[src/rtl/axis_rr_arbiter_if.sv]
// rtl/axis_rr_arbiter_if.sv - AXI-Stream requester/shared-output bundle for the round-robin arbiter
// slave modport is the arbiter's view; master modport is the view of whoever drives it.

interface axis_rr_arbiter_if #(
  parameter int N_INPUTS   = 4,
  parameter int DATA_WIDTH = 32
);
  localparam int IDX_W = $clog2(N_INPUTS);

  logic [N_INPUTS-1:0][DATA_WIDTH-1:0] s_tdata;
  logic [N_INPUTS-1:0]                 s_tvalid;
  logic [N_INPUTS-1:0]                 s_tlast;
  logic [N_INPUTS-1:0]                 s_tready;

  logic [DATA_WIDTH-1:0]               m_tdata;
  logic                                m_tvalid;
  logic                                m_tlast;
  logic                                m_tready;

  logic [IDX_W-1:0]                    grant_idx;
  logic                                busy;

  modport slave (
    input  s_tdata, s_tvalid, s_tlast, m_tready,
    output s_tready, m_tdata, m_tvalid, m_tlast, grant_idx, busy
  );

  modport master (
    output s_tdata, s_tvalid, s_tlast, m_tready,
    input  s_tready, m_tdata, m_tvalid, m_tlast, grant_idx, busy
  );
endinterface

[src/rtl/axis_rr_arbiter.sv]
// rtl/axis_rr_arbiter.sv - round-robin AXI-Stream N:1 arbiter with a registered output stage
// ARB_PACKET_LOCK_EN holds each grant until the grantee's tlast beat; otherwise grants are per beat.

module axis_rr_arbiter #(
  parameter int N_INPUTS   = 4,
  parameter int DATA_WIDTH = 32
) (
  input  logic                clk,
  input  logic                rst_n,
  axis_rr_arbiter_if.slave    bus
);
  localparam int               IDX_W    = $clog2(N_INPUTS);
  localparam logic [IDX_W-1:0] LAST_RST = IDX_W'(N_INPUTS - 1);

  typedef enum logic {
    ST_IDLE = 1'b0,
    ST_BUSY = 1'b1
  } state_t;

  state_t                  state_q, state_d;
  logic [IDX_W-1:0]        grant_idx_q, grant_idx_d;
  logic [IDX_W-1:0]        last_grant_q, last_grant_d;
  logic [DATA_WIDTH-1:0]   m_tdata_q, m_tdata_d;
  logic                    m_tvalid_q, m_tvalid_d;
  logic                    m_tlast_q, m_tlast_d;

  logic [N_INPUTS-1:0]     s_tready_c;
  logic                    busy_c;
  logic                    out_free;
  logic                    grant_hs;
  logic                    release_c;
  logic                    any_req;
  logic [IDX_W-1:0]        rr_pick;

  // Iterating offsets high-to-low lets the nearest requester after `last` win;
  // offset N_INPUTS lands back on `last`, so a lone requester is re-granted.
  function automatic logic [IDX_W-1:0] rr_search(
    input logic [N_INPUTS-1:0] req,
    input logic [IDX_W-1:0]    last
  );
    logic [IDX_W-1:0] pick;
    int               cand;
    pick = last;
    for (int off = N_INPUTS; off >= 1; off--) begin
      cand = int'(last) + off;
      if (cand >= N_INPUTS) begin
        cand = cand - N_INPUTS;
      end
      if (req[cand[IDX_W-1:0]]) begin
        pick = cand[IDX_W-1:0];
      end
    end
    return pick;
  endfunction

  assign busy_c   = (state_q == ST_BUSY);
  assign out_free = !m_tvalid_q || bus.m_tready;
  assign grant_hs = busy_c && out_free && bus.s_tvalid[grant_idx_q];
  assign any_req  = |bus.s_tvalid;
  assign rr_pick  = rr_search(bus.s_tvalid, last_grant_q);

`ifdef ARB_PACKET_LOCK_EN
  assign release_c = grant_hs && bus.s_tlast[grant_idx_q];
`else
  assign release_c = grant_hs;
`endif

  always_ff @(posedge clk or negedge rst_n) begin
    if (!rst_n) begin
      state_q      <= ST_IDLE;
      grant_idx_q  <= '0;
      last_grant_q <= LAST_RST;
      m_tdata_q    <= '0;
      m_tvalid_q   <= 1'b0;
      m_tlast_q    <= 1'b0;
    end else begin
      state_q      <= state_d;
      grant_idx_q  <= grant_idx_d;
      last_grant_q <= last_grant_d;
      m_tdata_q    <= m_tdata_d;
      m_tvalid_q   <= m_tvalid_d;
      m_tlast_q    <= m_tlast_d;
    end
  end

  // The IDLE cycle after a release is the arbitration bubble.
  always_comb begin
    state_d      = state_q;
    grant_idx_d  = grant_idx_q;
    last_grant_d = last_grant_q;
    case (state_q)
      ST_IDLE: begin
        if (any_req) begin
          state_d     = ST_BUSY;
          grant_idx_d = rr_pick;
        end
      end
      ST_BUSY: begin
        if (release_c) begin
          state_d      = ST_IDLE;
          last_grant_d = grant_idx_q;
        end
      end
      default: begin
        state_d = ST_IDLE;
      end
    endcase
  end

  always_comb begin
    s_tready_c = '0;
    m_tdata_d  = m_tdata_q;
    m_tlast_d  = m_tlast_q;
    m_tvalid_d = m_tvalid_q;
    for (int i = 0; i < N_INPUTS; i++) begin
      s_tready_c[i] = busy_c && (IDX_W'(i) == grant_idx_q) && out_free;
    end
    if (grant_hs) begin
      m_tdata_d  = bus.s_tdata[grant_idx_q];
      m_tlast_d  = bus.s_tlast[grant_idx_q];
      m_tvalid_d = 1'b1;
    end else if (bus.m_tready) begin
      m_tvalid_d = 1'b0;
    end
  end

  assign bus.s_tready  = s_tready_c;
  assign bus.m_tdata   = m_tdata_q;
  assign bus.m_tvalid  = m_tvalid_q;
  assign bus.m_tlast   = m_tlast_q;
  assign bus.grant_idx = grant_idx_q;
  assign bus.busy      = busy_c;

endmodule

[src/flat_wrapper.sv]
// flat-port wrapper written by rule: the top's interface ports become plain ports
module axis_rr_arbiter_flat 
#(
  parameter int N_INPUTS   = 4,
  parameter int DATA_WIDTH = 32
)
  (clk, rst_n, bus_s_tdata, bus_s_tvalid, bus_s_tlast, bus_m_tready, bus_s_tready, bus_m_tdata, bus_m_tvalid, bus_m_tlast, bus_grant_idx, bus_busy);
  axis_rr_arbiter_if #(.N_INPUTS(N_INPUTS), .DATA_WIDTH(DATA_WIDTH)) bus_i ();
  input  logic clk;
  input  logic rst_n;
  input wire logic [$bits(bus_i.s_tdata)-1:0] bus_s_tdata;
  input wire logic [$bits(bus_i.s_tvalid)-1:0] bus_s_tvalid;
  input wire logic [$bits(bus_i.s_tlast)-1:0] bus_s_tlast;
  input wire logic [$bits(bus_i.m_tready)-1:0] bus_m_tready;
  output wire logic [$bits(bus_i.s_tready)-1:0] bus_s_tready;
  output wire logic [$bits(bus_i.m_tdata)-1:0] bus_m_tdata;
  output wire logic [$bits(bus_i.m_tvalid)-1:0] bus_m_tvalid;
  output wire logic [$bits(bus_i.m_tlast)-1:0] bus_m_tlast;
  output wire logic [$bits(bus_i.grant_idx)-1:0] bus_grant_idx;
  output wire logic [$bits(bus_i.busy)-1:0] bus_busy;
  assign bus_i.s_tdata = bus_s_tdata;
  assign bus_i.s_tvalid = bus_s_tvalid;
  assign bus_i.s_tlast = bus_s_tlast;
  assign bus_i.m_tready = bus_m_tready;
  assign bus_s_tready = bus_i.s_tready;
  assign bus_m_tdata = bus_i.m_tdata;
  assign bus_m_tvalid = bus_i.m_tvalid;
  assign bus_m_tlast = bus_i.m_tlast;
  assign bus_grant_idx = bus_i.grant_idx;
  assign bus_busy = bus_i.busy;
  axis_rr_arbiter #(.N_INPUTS(N_INPUTS), .DATA_WIDTH(DATA_WIDTH)) u_core (.clk(clk), .rst_n(rst_n), .bus(bus_i));
endmodule
[config.mk]
export PLATFORM = sky130hd
export DESIGN_NAME = axis_rr_arbiter_flat
export DESIGN_NICKNAME = d
export VERILOG_FILES = /design/src/rtl/axis_rr_arbiter_if.sv /design/src/rtl/axis_rr_arbiter.sv /design/src/flat_wrapper.sv
export SDC_FILE = /design/constraint.sdc
export NUM_CORES = 1
export LEC_CHECK = 0
export ABC_AREA = 1
export BUFFER_PORTS_ARGS = -buffer_cell sky130_fd_sc_hd__buf_2
export CORE_ASPECT_RATIO = 1.2
export CORE_MARGIN = 5
export CORE_UTILIZATION = 44
export DETAILED_ROUTE_END_ITERATION = 6
export MAX_ROUTING_LAYER = met4
export PLACE_DENSITY = 0.87
export SYNTH_ARGS = -nofsm -noshare
export SYNTH_HDL_FRONTEND = slang
export SYNTH_SLANG_ARGS = --single-unit
[constraint.sdc]
create_clock -name clk -period 5.02 [get_ports clk]
set_clock_uncertainty 0.2 [all_clocks]
set_input_delay 1.004 -clock clk [delete_from_list [all_inputs] [get_ports clk]]
set_output_delay 1.004 -clock clk [all_outputs]
set_load 0.05 [all_outputs]
==> results.txt, run 1 <==
Outcome: completed
Post-synthesis mux area share: 0%
MaxCap Viol Count: 0
Largest family of logic cells by synthesized area: simple AND/OR/NAND/NOR gates
Synth Net Count: 510
Clk slew on worst S/H paths: 0.08 ns
Nets@finish: 675
Unrepaired setup endpoints after global routing: no
CP max FO: 37
Number of synthesized register bits: 39
Yosys warns: 0
Leakage: 0.001925 µW
Fmax: 0.3329 GHz
CTS root buf: clkbuf_8
Synth-to-layout area growth: 39.93%
Share of the clock period used by the worst path: 59.84%
Post-Syn Area per Cell: 6.580 µm²
Post_cts resized: 0
CTS tree: yes
Fin. Hold Viols: 0
Wire length of the first global-routing pass: 14.01 mm
Initial DRC Count: 143
Largest net degree at the start of global routing: 71
Synth Area in Compound Gates: 15.63%
Vias per cell: 5.212
DRT Pass-1 Iters: 4
Chip Width: 78.00 µm
Starting Density: 45.77%
Gr usage total: 24.53%
Fin crit period: 3.004 ns
Drc violations: 0
Post-synthesis adder-cell area fraction: 0%
Routed WL: 8.767 mm
Die Ht: 91.60 µm
Post-Synth Simple-Gate Area: 37.31%
Core footprint: 0.005334 mm²
Worst EP arrival: 1.80 ns
Fill count: 518
DPL Wire Length: 6.616 mm
Detail Route Antenna Nets: 0
# diodes: 0
Startpoint types: flop
Synth area leader: dfrtp_1
Hold-fix buffers, CTS: 0
Die area: 0.007144 mm²
Multi-input gate area: 0.001297 mm²
Post-synthesis sequential area ratio: 40.08%
Maximum vdd drop: 392.3 µV
Final Setup Violations: 0
Pre-CTS setup slack: 2.019 ns
Distinct cells, synth: 17
Top cells by area, synth: dfrtp_1, nand2_1, nand3_1
Xor/xnor share of the synthesized area: 0%
R2r setup slk: 2.27 ns
Hold path cells: 2
Rows: 29
Htree depth: 2
Worst Hold Class: flop to flop
Initial antenna violation count: 0
Gpl congestion: 0.8904
Sequential Area: 978.4 µm²
CTS Buf Count: 5
Worst Path Required: 3.82 ns
Post-Syn Instances: 371
Share of cells above drive strength 1: 36.75%
Worst relative slew slack: 20.97%
Slew Limit Fails: 0
Total negative slack: 0 ns
Actual slew at the worst max-slew pin: 1.181 ns
Share of the synthesized area in the top cell type: 37.93%
R2R depth: 6
Setup CP Type: flop to output port
Number of global-route vias before repair: 2,983
Worst setup EP type: output port
I/O Buffers: 179
Post-route setup slack: 2.016 ns
Ports: 180
Cell Pwr Density: 738.5 mW/mm²
Via count: 3,117
Clock Latency Late Sink: 0.29 ns
Clock tree sinks: 39
Gr ovfl total: 0
Buffer count from post-CTS setup fixing: 0
Synthesized area: 0.002441 mm²
Clock Tree Buf Depth: 2
WL per Instance: 14.66 µm
-- layer usage --
metal	up-vias	part of all wire, %	track usage (%)
met4	0	2.4	8.028
met1	1385	36	28.08
li1	1555	-	-
met3	14	8.6	4.950
met2	163	53	42.48
met5	-	0	-
-- path summary, 6_finish.rpt --
path,to,startpoint
worst max-delay path,bus_s_tready[1],u_core.bus.grant_idx[1]
worst min-delay path,u_core.bus.m_tdata[31],u_core.bus.m_tdata[31]
worst max register to register,u_core.bus.m_tvalid,u_core.bus.grant_idx[1]
worst min register to register,u_core.bus.m_tdata[31],u_core.bus.m_tdata[31]
max in group asynchronous,u_core.bus.m_tdata[12],rst_n
min in group asynchronous,u_core.bus.m_tdata[29],rst_n
-- stage by stage --
stage          util (%)  std cells  power (µW)  cell area [µm²]  hold WS, ns
2_1_floorplan         -        371        1894             2441       0.2801
3_5_place_dp      62.40        591        2315             3328       0.2732
4_1_cts           64.04        598        2537             3416       0.2939
6_report          64.04        598        2522             3416       0.2897
3_3_place_gp      62.40        591        2271             3328       0.2659
5_1_grt           64.04        598        2727             3416       0.3220
-- cells in the final DEF (no fill, tap or decap), drive strengths merged --
cell / netlist / routed
dfrtp: 37 / 37
o21ai: 39 / 39
clkinv: 0 / 1
inv: 15 / 15
a41oi: 1 / 1
nand2: 134 / 134
dfstp: 2 / 2
a21oi: 34 / 34
nor2: 12 / 12
buf: 17 / 182
a22oi: 1 / 1
nand3: 70 / 70
nor3: 2 / 2
clkbuf: 7 / 6
-- report_power, final --
group	total, µW	internal, µW	switching [µW]
combinational	1740	450	1290
clock	214	108	106
sequential	566	472	93.1
total	2520	1030	1490
-- registers in the layout (all words and copies together) (netlist names) --
signal,flops
u_core.bus.busy,1
u_core.bus.grant_idx,2
u_core.bus.m_tdata,32
u_core.bus.m_tlast,1
u_core.bus.m_tvalid,1
u_core.last_grant_q,2
-- synth_stat cells --
cell type / number
nand3_1: 70
a22oi_1: 1
dfrtp_1: 37
o21ai_0: 3
dfstp_2: 2
inv_1: 12
clkbuf_1: 7
nor2_2: 1
o21ai_1: 36
buf_2: 16
a21oi_1: 34
nand2_1: 134
nor3_1: 2
inv_2: 3
a41oi_1: 1
nor2_1: 11
buf_4: 1
-- critical path, stage by stage, from the launching register on --
cell and delay, ns:
dfrtp_1 0.45, inv_2 0.52, nand2_1 0.14, nor2_1 0.13, buf_2 0.27
-- logic make-up after synthesis --
kind of cell    Yosys count
compound gates           75
buf+inv                  39
flops                    39
simple gates            218
-- final cells by class --
type | instances | share of cell area (%)
multi-input cells | 293 | 37.99
flip-flops and latches | 39 | 28.64
repair buffers | 182 | 26.89
clock buffers | 6 | 2.418
well taps | 62 | 2.271
inverters | 15 | 1.648
clock inverters | 1 | 0.1465
No activity file was read; power rests on OpenSTA's default activity.
==> run 2: changes to the inputs <==
- CORE_UTILIZATION: 44 -> 37
- PLACE_DENSITY: 0.87 -> 0.78
- clock period: 5.02 -> 2.75 ns (I/O delays scaled with it)
==> run 2 against run 1 <==
First-iteration DRC count is 13% lower; critical path depth is 2 higher; power is 90% higher; via count is 0.32% higher; die area is 17% higher; largest power group unchanged; design area is 3.7% higher; final cell count is 4.7% higher; register-to-register slack worse by 1.4 ns; global-route usage is 3.9 points lower; highest routed layer unchanged.
==> results.txt, run 2 (synthesis results as in run 1) <==
Outcome: completed (unchanged)
R2R depth: 8 (was 6)
Share of cells above drive strength 1: 37.52% (was 36.75%)
Share of the clock period used by the worst path: 80.06%
Core footprint: 0.006446 mm² (was 0.005334 mm²)
Starting Density: 37.87% (was 45.77%)
I/O Buffers: 179 (unchanged)
Worst EP arrival: 1.45 ns (was 1.80 ns)
Power consumption: 4804 µW (was 2522 µW)
Routed WL: 8.503 mm (was 8.767 mm)
Post_cts resized: 0 (unchanged)
Leakage: 0.001971 µW (was 0.001925 µW)
Detail Route Antenna Nets: 0 (unchanged)
Fin crit period: 2.202 ns
Final Setup Violations: 0 (unchanged)
MaxCap Viol Count: 0 (unchanged)
Number of global-route vias before repair: 3,045 (was 2,983)
DPL Wire Length: 6.460 mm (was 6.616 mm)
Htree depth: 2 (unchanged)
Drc violations: 0 (unchanged)
Unrepaired setup endpoints after global routing: no (unchanged)
Chip Width: 84.15 µm (was 78.00 µm)
Actual slew at the worst max-slew pin: 0.8440 ns (was 1.181 ns)
Gr ovfl total: 0 (unchanged)
Pre-CTS setup slack: 0.6421 ns (was 2.019 ns)
Worst relative slew slack: 43.73% (was 20.97%)
Ports: 180 (unchanged)
Clock Latency Late Sink: 0.28 ns (was 0.29 ns)
Fmax: 0.4542 GHz
Clk slew on worst S/H paths: 0.08 ns (about the same)
CP max FO: 4 (was 37)
Cell Pwr Density: 1356 mW/mm² (was 738.5 mW/mm²)
Worst Hold Class: input pin to asynchronous set/reset pin (was flop to flop)
Fin. Hold Viols: 0 (unchanged)
CTS root buf: clkbuf_8 (unchanged)
Largest net degree at the start of global routing: 71 (unchanged)
Worst Path Required: 2.00 ns (was 3.82 ns)
Hold-fix buffers, CTS: 0 (unchanged)
Initial antenna violation count: 0 (unchanged)
Total negative slack: 0 ns (unchanged)
Rows: 32 (was 29)
CTS tree: yes (unchanged)
# diodes: 0 (unchanged)
Nets@finish: 679 (was 675)
Setup CP Type: flop to output port (unchanged)
RR Startpoint: u_core.bus.grant_idx[0] (was u_core.bus.grant_idx[1])
Vias per cell: 4.995 (was 5.212)
CTS Buf Count: 5 (unchanged)
FF-to-FF End: u_core.bus.m_tdata[30] (was u_core.bus.m_tvalid)
Worst setup EP type: output port (unchanged)
Initial DRC Count: 124 (was 143)
Gpl congestion: 0.9216 (was 0.8904)
Gr usage total: 20.65% (was 24.53%)
Synth-to-layout area growth: 45.11% (was 39.93%)
Commonest non-fill, non-tap cells in the layout: buf_2, nand2_1, nand3_1 (unchanged)
WL per Instance: 13.58 µm (was 14.66 µm)
DRT Pass-1 Iters: 4 (unchanged)
Maximum vdd drop: 917.3 µV (was 392.3 µV)
Slew Limit Fails: 0 (unchanged)
Wire length of the first global-routing pass: 13.86 mm (was 14.01 mm)
Die Ht: 98.98 µm (was 91.60 µm)
Die area: 0.008329 mm² (was 0.007144 mm²)
Most common cell after layout, fill and taps aside: buf_2 (unchanged)
Startpoint types: flop (unchanged)
Clock Tree Buf Depth: 2 (unchanged)
Clock tree sinks: 39 (unchanged)
Number of flip-flops under the largest register name: 32 (unchanged)
Via count: 3,127 (was 3,117)
Post-route setup slack: 0.5483 ns (was 2.016 ns)
R2r setup slk: 0.90 ns (was 2.27 ns)
Buffer count from post-CTS setup fixing: 0 (unchanged)
run 2: metal layers:
layer	vias to the layer above	global-route usage [%]	share of wire (%)
met4	0	7.302	1.8
met5	-	-	0
met3	15	4.682	9.3
li1	1573	-	-
met1	1389	23.53	38
met2	150	35.42	50
run 2: worst max-delay path by stage:
stage	from	endpoint	slack, ns
after floorplan	u_core.bus.grant_idx[1]	bus_s_tready[2]	0.21
final	u_core.bus.m_tvalid	bus_s_tready[2]	0.55
after global routing	u_core.bus.m_tvalid	bus_s_tready[2]	0.37
after detailed placement	bus_m_tready	bus_s_tready[2]	0.64
after CTS	u_core.bus.m_tvalid	bus_s_tready[2]	0.53
after global placement	bus_m_tready	bus_s_tready[0]	0.68
run 2: power by group:
| group | internal (µW) | switching, µW | total [µW] |
|---|---|---|---|
| Sequential | 861 | 164 | 1020 |
| Combinational | 877 | 2350 | 3230 |
| Clock | 363 | 191 | 553 |
| Total | 2100 | 2700 | 4800 |
run 2: area by class of cell:
| type | instances | area (µm²) |
|---|---|---|
| fill | 630 | 2904 |
| inverter | 15 | 56.30 |
| clock inverter | 2 | 60.06 |
| multi-input combinational | 293 | 1308 |
| tap | 85 | 106.4 |
| timing repair buffer | 186 | 960.9 |
| sequential | 39 | 978.4 |
| clock buffer | 6 | 72.57 |
run 2: critical path, stage by stage, from the launching register on:
cell and delay (ns):
dfrtp_1 0.38, inv_1 0.07, nor2_1 0.05, nor2_1 0.15, inv_1 0.12, nor3_2 0.11
buf_2 0.28
run 2: through the flow:
step,util [%],cell area [µm²],instances,hold WS [ns]
after floorplan,-,2451,371,0.05441
after global placement,52.89,3410,618,0.2673
after detailed placement,52.89,3410,618,0.2741
after CTS,54.95,3542,626,0.2049
after global routing,54.95,3542,626,0.2388
final,54.95,3542,626,0.1677
==> run 3: changes to the inputs <==
- CORE_UTILIZATION: 37 -> 41
- PLACE_DENSITY: 0.78 -> 0.82
- clock period: 2.75 -> 2.25 ns (I/O delays scaled with it)
==> run 3 against run 2 <==
Register-to-register slack worse by 0.55 ns; first-iteration DRC count rose by 44%; non-clock buffer count rose by 4; critical path depth decreased by 1; clock-buffer cell count is 1 higher; global-route usage rose by 1.9 points; clock power is 19% lower; sequential power rose by 26%; critical path type unchanged; critical endpoint unchanged.
==> results.txt, run 3 (synthesis results as in run 1) <==
Via count: 3,160 (was 3,127)
Fill count: 547 (was 630)
Placed cells: 616 (was 618)
Fin crit period: 2.117 ns
Worst relative slew slack: 58.53% (was 43.73%)
Commonest non-fill, non-tap cells in the layout: buf_2, nand2_1, nand3_1 (unchanged)
Share of cells above drive strength 1: 37.61% (was 37.52%)
Most common cell after layout, fill and taps aside: buf_2 (unchanged)
I/O Buffers: 179 (unchanged)
Drc violations: 0 (unchanged)
Setup CP Type: flop to output port (unchanged)
Slew Limit Fails: 0 (unchanged)
Fin. Hold Viols: 0 (unchanged)
Worst setup EP type: output port (unchanged)
Wire length of the first global-routing pass: 13.11 mm (was 13.86 mm)
Fmax: 0.4724 GHz
Initial antenna violation count: 0 (unchanged)
CP max FO: 4 (unchanged)
Share of the clock period used by the worst path: 94.08%
Worst EP arrival: 1.47 ns (was 1.45 ns)
Detail Route Antenna Nets: 0 (unchanged)
Actual slew at the worst max-slew pin: 0.6220 ns (was 0.8440 ns)
Startpoint types: flop (unchanged)
R2r setup slk: 0.35 ns (was 0.90 ns)
CTS Buf Count: 5 (unchanged)
Multi-input gate area: 0.001320 mm² (was 0.001308 mm²)
Worst Hold Class: input pin to flop (was input pin to asynchronous set/reset pin)
Unrepaired setup endpoints after global routing: no (unchanged)
Fin Hold WS: 0.1592 ns (was 0.1677 ns)
Leakage: 0.001972 µW (was 0.001971 µW)
Gr usage total: 22.51% (was 20.65%)
Cell Pwr Density: 1622 mW/mm² (was 1356 mW/mm²)
DRT Pass-1 Iters: 5 (was 4)
Clock tree sinks: 39 (unchanged)
Rows: 30 (was 32)
Outcome: completed (unchanged)
Starting Density: 42.51% (was 37.87%)
Gpl congestion: 0.8623 (was 0.9216)
Htree depth: 2 (unchanged)
Routed WL: 8.688 mm (was 8.503 mm)
Hold-fix buffers, CTS: 1 (was 0)
Final Setup Violations: 0 (unchanged)
Clock Tree Buf Depth: 2 (unchanged)
Die Ht: 94.53 µm (was 98.98 µm)
Final Instance Count excl. Fillers: 625 (was 626)
Clk slew on worst S/H paths: 0.07 ns (was 0.08 ns)
Synth-to-layout area growth: 45.21% (was 45.11%)
Die area: 0.007604 mm² (was 0.008329 mm²)
Largest net degree at the start of global routing: 35 (was 71)
Vias per cell: 5.056 (was 4.995)
Gr ovfl total: 0 (unchanged)
Clock Latency Late Sink: 0.28 ns (about the same)
Ports: 180 (unchanged)
Number of global-route vias before repair: 2,888 (was 3,045)
# diodes: 0 (unchanged)
Buffer count from post-CTS setup fixing: 0 (unchanged)
DPL Wire Length: 6.777 mm (was 6.460 mm)
Chip Width: 80.44 µm (was 84.15 µm)
Initial DRC Count: 178 (was 124)
CTS root buf: clkbuf_8 (unchanged)
WL per Instance: 13.90 µm (was 13.58 µm)
Nets@finish: 683 (was 679)
Core footprint: 0.005743 mm² (was 0.006446 mm²)
Post_cts resized: 0 (unchanged)
Worst Path Required: 1.60 ns (was 2.00 ns)
MaxCap Viol Count: 0 (unchanged)
Fin util: 61.72% (was 54.95%)
Maximum vdd drop: 902.9 µV (was 917.3 µV)
CTS tree: yes (unchanged)
Sequential Area: 978.4 µm² (unchanged)
Number of flip-flops under the largest register name: 32 (unchanged)
run 3: layer usage:
metal  routed length, µm  vias up  share of wire [%]  track usage [%]
met5                   0        -                  0                -
met4                 307        0                3.5            9.014
met3                 790       26                9.1            3.912
met2                4354      167                 50            39.02
met1                3235     1387                 37            25.60
li1                    -     1580                  -                -
run 3: worst max-delay path: stages (launching register included):
cell and delay, ns:
dfrtp_1 0.39, inv_1 0.08, nor2_1 0.16, inv_1 0.15, nor3_4 0.13, buf_2 0.29
run 3: final cells by class:
class,instances,area share (%)
multi-input combinational,293,37.24
sequential,39,27.60
tap,80,2.824
clock inverter,1,0.2118
timing repair buffer,190,28.38
clock buffer,7,2.153
inverter,15,1.588
run 3: final timing paths:
| kind | end | start | cells past startpoint |
|---|---|---|---|
| max | bus_s_tready[2] | u_core.bus.busy | 5 |
| min | u_core.bus.m_tvalid | bus_m_tready | 2 |
| max reg2reg | u_core.last_grant_q[0] | u_core.bus.grant_idx[0] | 8 |
| min reg2reg | u_core.bus.m_tdata[15] | u_core.bus.m_tdata[15] | 2 |
| max in group asynchronous | u_core.bus.m_tdata[6] | rst_n | 3 |
| min in group asynchronous | u_core.bus.m_tdata[21] | rst_n | 2 |
run 3: per-stage QoR:
step / instance area, µm² / setup TNS (ns) / power (µW) / setup WS [ns]
floorplan: 2464 / -0.1509 / 4267 / -0.05362
global placement: 3451 / 0 / 5233 / 0.3572
detailed placement: 3451 / 0 / 5319 / 0.3327
CTS: 3545 / 0 / 5789 / 0.1170
global route: 3545 / 0 / 6203 / 0.03927
finish: 3545 / 0 / 5750 / 0.1332
run 3: where the power goes:
part	total, µW	switching [µW]	internal [µW]
combinational	4020	2890	1120
sequential	1290	236	1050
clock	446	227	219
